## src/rtl/gpio_arb_pkg24.sv

```systemverilog
// rtl/gpio_arb_pkg24.sv - shared types and constants for the GPIO APB arbiter
package gpio_arb_pkg24;

  // APB transfer sequencer states
  typedef enum logic [1:0] {
    ST_IDLE   = 2'd0,
    ST_SETUP  = 2'd1,
    ST_ACCESS = 2'd2
  } state_t;

  // Requester identities; the ID doubles as the grant bit index
  localparam logic REQ_CPU = 1'b0;
  localparam logic REQ_PM  = 1'b1;

  localparam int ADDR_W_DEF = 6;
  localparam int DATA_W_DEF = 32;

endpackage

```

## src/rtl/rr_arb2_24.sv

```systemverilog
// rtl/rr_arb2_24.sv - two-input round-robin arbiter with favoured-requester pointer
module rr_arb2_24
  import gpio_arb_pkg24::*;
(
  input  logic       clk,
  input  logic       rst_n,
  input  logic [1:0] valid,
  input  logic       advance,
  output logic [1:0] grant
);

  logic ptr;

  // Favoured requester wins a tie; a lone requester always wins
  always_comb begin
    grant = valid;
    if (valid == 2'b11) begin
      grant = (ptr == REQ_PM) ? 2'b10 : 2'b01;
    end
  end

  // After a grant the other requester becomes favoured
  always_ff @(posedge clk or negedge rst_n) begin
    if (!rst_n) begin
      ptr <= REQ_CPU;
    end else if (advance) begin
      ptr <= ~grant[1];
    end
  end

endmodule

```

## src/rtl/gpio_apb_arb24.sv

```systemverilog
// rtl/gpio_apb_arb24.sv - arbitrates two requesters onto the GPIO APB slave port
module gpio_apb_arb24
  import gpio_arb_pkg24::*;
#(
  parameter int ADDR_W = ADDR_W_DEF,
  parameter int DATA_W = DATA_W_DEF
) (
  input  logic              pclk24,
  input  logic              n_p_reset24,
  input  logic              req0_valid24,
  input  logic              req0_write24,
  input  logic [ADDR_W-1:0] req0_addr24,
  input  logic [DATA_W-1:0] req0_wdata24,
  input  logic              req1_valid24,
  input  logic              req1_write24,
  input  logic [ADDR_W-1:0] req1_addr24,
  input  logic [DATA_W-1:0] req1_wdata24,
  output logic              req0_ready24,
  output logic              req1_ready24,
  output logic              req0_rvalid24,
  output logic              req1_rvalid24,
  output logic [DATA_W-1:0] req_rdata24,
  output logic              psel24,
  output logic              penable24,
  output logic              pwrite24,
  output logic [ADDR_W-1:0] paddr24,
  output logic [DATA_W-1:0] pwdata24,
  input  logic [DATA_W-1:0] prdata24,
  output logic              busy24
);

  state_t            state;
  state_t            state_nxt;
  logic [1:0]        grant;
  logic              accepting;
  logic              accept;
  logic              win_id;
  logic              rid;
  logic              pwrite_q;
  logic [ADDR_W-1:0] paddr_q;
  logic [DATA_W-1:0] pwdata_q;

  rr_arb2_24 u_arb (
    .clk     (pclk24),
    .rst_n   (n_p_reset24),
    .valid   ({req1_valid24, req0_valid24}),
    .advance (accept),
    .grant   (grant)
  );

  // Commands are taken only when the APB port is free or finishing; ready is held low in reset
  always_comb begin
    accepting    = (state == ST_IDLE) || (state == ST_ACCESS);
    req0_ready24 = accepting && n_p_reset24 && grant[0];
    req1_ready24 = accepting && n_p_reset24 && grant[1];
    accept       = req0_ready24 || req1_ready24;
    win_id       = grant[1];
  end

  // Sequencer: IDLE -> SETUP -> ACCESS, chaining straight into SETUP when a new command is taken
  always_comb begin
    state_nxt = state;
    case (state)
      ST_IDLE:   state_nxt = accept ? ST_SETUP : ST_IDLE;
      ST_SETUP:  state_nxt = ST_ACCESS;
      ST_ACCESS: state_nxt = accept ? ST_SETUP : ST_IDLE;
      default:   state_nxt = ST_IDLE;
    endcase
  end

  // State register plus command latch of the winning requester
  always_ff @(posedge pclk24 or negedge n_p_reset24) begin
    if (!n_p_reset24) begin
      state    <= ST_IDLE;
      pwrite_q <= 1'b0;
      paddr_q  <= '0;
      pwdata_q <= '0;
      rid      <= REQ_CPU;
    end else begin
      state <= state_nxt;
      if (accept) begin
        rid      <= win_id;
        pwrite_q <= (win_id == REQ_PM) ? req1_write24 : req0_write24;
        paddr_q  <= (win_id == REQ_PM) ? req1_addr24  : req0_addr24;
        pwdata_q <= (win_id == REQ_PM) ? req1_wdata24 : req0_wdata24;
      end
    end
  end

  // Read return: capture prdata at the end of a read ACCESS and pulse the issuer's rvalid
  always_ff @(posedge pclk24 or negedge n_p_reset24) begin
    if (!n_p_reset24) begin
      req_rdata24   <= '0;
      req0_rvalid24 <= 1'b0;
      req1_rvalid24 <= 1'b0;
    end else begin
      req0_rvalid24 <= 1'b0;
      req1_rvalid24 <= 1'b0;
      if (state == ST_ACCESS && !pwrite_q) begin
        req_rdata24   <= prdata24;
        req0_rvalid24 <= (rid == REQ_CPU);
        req1_rvalid24 <= (rid == REQ_PM);
      end
    end
  end

  // APB phase decode straight from state so reset clears the strobes immediately
  always_comb begin
    psel24    = (state != ST_IDLE);
    penable24 = (state == ST_ACCESS);
    busy24    = (state != ST_IDLE);
    pwrite24  = pwrite_q;
    paddr24   = paddr_q;
    pwdata24  = pwdata_q;
  end

endmodule

```

## config.mk

```make
export PLATFORM = sky130hd
export DESIGN_NAME = gpio_apb_arb24
export DESIGN_NICKNAME = d
export VERILOG_FILES = /design/src/rtl/gpio_arb_pkg24.sv /design/src/rtl/rr_arb2_24.sv /design/src/rtl/gpio_apb_arb24.sv
export SDC_FILE = /design/constraint.sdc
export NUM_CORES = 1
export LEC_CHECK = 0
export ABC_CLOCK_PERIOD_IN_PS = 1500
export CORE_MARGIN = 5
export CORE_UTILIZATION = 35
export DETAILED_ROUTE_END_ITERATION = 6
export PLACE_DENSITY_LB_ADDON = 0.12
export SLEW_MARGIN = 20
export SYNTH_ARGS = -nofsm -noshare
export SYNTH_HDL_FRONTEND = slang
export SYNTH_SLANG_ARGS = --single-unit
export TNS_END_PERCENT = 20
```

## constraint.sdc

```tcl
create_clock -name pclk24 -period 1.5 [get_ports pclk24]
set_input_delay 0.225 -clock pclk24 [delete_from_list [all_inputs] [get_ports pclk24]]
set_output_delay 0.225 -clock pclk24 [all_outputs]
set_load 0.005 [all_outputs]
```

==> impl_metrics.py <==
metrics = {
    "outcome": {
        "status": "finished with violations",
        "violations": "setup timing",
    },
    "place": {
        "port_buffers": 191,
        "dpl.hpwl_microns": 8630,
        "dp_slack_ns": -0.215,
        "gp_congestion": 0.768,
    },
    "sta": {
        "rsz0062_at_grt": "yes",
        "final.period_utilization_pct": 105,
        "final.setup.worst_slack_ns": -0.0768,
        "maxSlewHeadroom_pct": 76.3,
        "worstMarginPinSlew_ns": 0.356,
        "setup_viol": 27,
        "tns_ns": -1.42,
        "clock.fmax_mhz": 634,
        "fin_crit_ns": 1.58,
        "maxSlewViolCount": 0,
        "hold_viol_final": 0,
        "fin_skew_ns": 0.0177,
    },
    "detailed_routing": {
        "drtPass1Iterations": 4,
        "vias_per_cell": 5.22,
        "post_drt_wl_per_cell_microns": 20.0,
        "vias": 3292,
        "drt_iter0_drc": 122,
        "antenna_left": 0,
        "drc": 0,
        "wl_microns": 12600,
    },
    "clocking": {
        "insertion_delay_ns": 0.34,
        "ctsHtreeMaxLevel": 3,
        "cts.clk_slew.worst_paths_ns": 0.09,
        "cts_sinks": 77,
        "root_buffer": "clkbuf_8",
        "clockBufferDepth": 2,
        "cts_tree": "done",
        "numCtsBuffers": 9,
    },
    "global_route": {
        "antenna_found_initial": 0,
        "grt-ovfl-total": 0,
        "grt_pass1_wl_microns": 19100,
        "grt_max_degree": 78,
        "grt_pass1_vias": 3476,
        "grt_use_total_pct": 18.7,
    },
    "floorplan": {
        "fp.dieH_microns": 113,
        "start_util_pct": 35.8,
        "die_x_microns": 113,
        "core_sq_mm": 0.0103,
        "rows": 37,
        "die_area_sq_mm": 0.0127,
        "ios": 192,
    },
    "synthesis": {
        "synth_cell_type_count": 30,
        "syn_nets": 395,
        "yosysWarnings": 0,
        "synthTopCellsByArea": "dfrtp_1 (52%), mux2_4 (11%), a2bb2oi_1 (8.8%)",
        "netlist.area_leader.share_pct": 52.4,
        "synth_seq_cells": 77,
        "yosysTopAreaCell": "dfrtp_1",
        "postSynthAreaPerCell_sq_um": 13.1,
        "syn_area_sq_mm": 0.00368,
        "netlist_instances": 281,
        "ys_seq_area_share_pct": 52.4,
    },
    "pwr": {
        "p_leak_nw": 2.66,
        "ir_drop_mv": 0.570,
        "finalPower_mw": 7.85,
        "power_density_mw_per_mm2": 1240,
    },
    "flow_run": {
        "maxCapViolCount": 0,
    },
    "worst_setup_path": {
        "cp.arrival_ns": 1.80,
        "r2r_start": "state[0]",
        "setup.worst_path.end_class": "register",
        "cp_data_required_time_ns": 1.73,
        "critPathKind": "reg -> reg",
        "startpoint": "state[0]",
        "worstPathMaxFanout": 6,
        "start_kind": "register",
    },
    "cells_and_area": {
        "antenna_cells": 0,
        "num-fill-cells": 862,
        "area_growth_pct": 71.7,
        "final_core_util_pct": 61.5,
        "drive_gt1_share_pct": 23.4,
        "layout.nets": 604,
    },
    "min_path": {
        "hp-class": "in -> async",
    },
}
## logic make-up (layout without fill, tap and decap cells)
group	count (synthesis)	in the layout	share of synthesized area (%)
AO/OA/AOI/OAI	121	121	25.2
buffers and inverters	36	250	6.80
flip-flops	77	77	52.4
multiplexers	32	32	12.6
AND/OR/NAND/NOR	15	15	2.96
## worst paths after layout
path / endpoint / slack, ns / cells after the start
max reg2reg: req_rdata24[3] / -0.08 / 6
min in group pclk24: u_arb.ptr / 0.25 / 2
min reg2reg: req0_rvalid24 / 0.49 / 1
min: pwdata24[16] / 0.007 / 3
max in group asynchronous: req_rdata24[24] / 0.92 / 4
max: req_rdata24[3] / -0.08 / 6
## timing repair
action | CTS | global route
pin swaps | 0 | 8
buffers inserted | 3 | 6
endpoints found under the setup margin | 50 | 82
cloned | 0 | 5
hold buffers | 0 | 0
gates resized for setup | 26 | 35
## registers in the layout, summed over array words and instances (netlist names)
| name | flops |
|---|---|
| req_rdata24 | 32 |
| state | 2 |
| rid | 1 |
| req1_rvalid24 | 1 |
| pwrite24 | 1 |
| u_arb.ptr | 1 |
| req0_rvalid24 | 1 |
| paddr24 | 6 |
| pwdata24 | 32 |
## power breakdown
part	switching, mW	internal [mW]
sequential	0.357	2.69
combinational	0.969	2.19
clock	0.858	0.793
## metal layers
layer | track usage, % | vias to the layer above | share of wire, %
li1 | - | 1513 | -
met1 | 23.8 | 1639 | 41
met2 | 31.5 | 126 | 51
met3 | 4.15 | 14 | 5.5
met4 | 6.57 | 0 | 1.9
met5 | 0 | - | 0
## through the flow
stage / instances / instance area (sq um) / hold WS (ns)
after CTS: 619 / 6040 / 0.238
final: 631 / 6320 / 0.00725
after global placement: 600 / 5800 / 0.454
after detailed placement: 600 / 5800 / 0.469
after floorplan: 281 / 3680 / -0.0706
after global routing: 631 / 6320 / 0.0336
## critical path: stages (launching register included)
cell       delay (ns)
dfrtp_1          0.44
buf_6            0.15
nor2b_4          0.10
nor2b_4          0.18
buf_4            0.16
clkbuf_16        0.16
mux2_4           0.29
## synth_stat cells
| master | n |
|---|---|
| a21oi_1 | 2 |
| a2bb2oi_1 | 37 |
| a2bb2oi_2 | 2 |
| a311oi_1 | 37 |
| a311oi_2 | 2 |
| a31oi_1 | 1 |
| and2_1 | 1 |
| and2b_1 | 2 |
| buf_12 | 2 |
| buf_2 | 16 |
| buf_4 | 3 |
| buf_6 | 5 |
| buf_8 | 1 |
| clkbuf_1 | 6 |
| clkbuf_2 | 2 |
| dfrtp_1 | 77 |
| inv_2 | 1 |
| mux2_2 | 4 |
| mux2_4 | 28 |
| nand2_1 | 2 |
| nand2b_1 | 2 |
| nor2_1 | 1 |
| nor2_4 | 2 |
| nor2b_1 | 2 |
| nor2b_2 | 1 |
| nor2b_4 | 1 |
| o21ai_0 | 29 |
| o21ai_1 | 10 |
| o2bb2ai_1 | 1 |
| or2_2 | 1 |
## cell usage in the layout, fill, tap and decap left out, drive strengths merged
| cell | Yosys | layout |
|---|---|---|
| clkdlybuf4s50 | 0 | 168 |
| dfrtp | 77 | 77 |
| buf | 27 | 45 |
| a311oi | 39 | 39 |
| a2bb2oi | 39 | 39 |
| o21ai | 39 | 39 |
| mux2 | 32 | 32 |
| dlymetal6s2s | 0 | 15 |
| clkbuf | 8 | 12 |
| nor2b | 4 | 4 |
| inv | 1 | 4 |
| clkinvlp | 0 | 3 |
| nor2 | 3 | 3 |
| nand2 | 2 | 2 |
| a21oi | 2 | 2 |
| dlygate4sd2 | 0 | 2 |
| nand2b | 2 | 2 |
| and2b | 2 | 2 |
| or2 | 1 | 1 |
| and2 | 1 | 1 |
| a31oi | 1 | 1 |
| o2bb2ai | 1 | 1 |
| bufinv | 0 | 1 |
## cell type report
type                    instances  area, sq um  area share, %
well taps                     136          170           2.69
clock buffers                   9          124           1.96
multi-input cells             168         1590           25.1
flip-flops and latches         77         1930           30.5
clock inverters                 7         81.3           1.29
repair buffers                233         2430           38.4
inverters                       1         3.75         0.0594
Note: power is estimated with default switching activity, not from simulation.
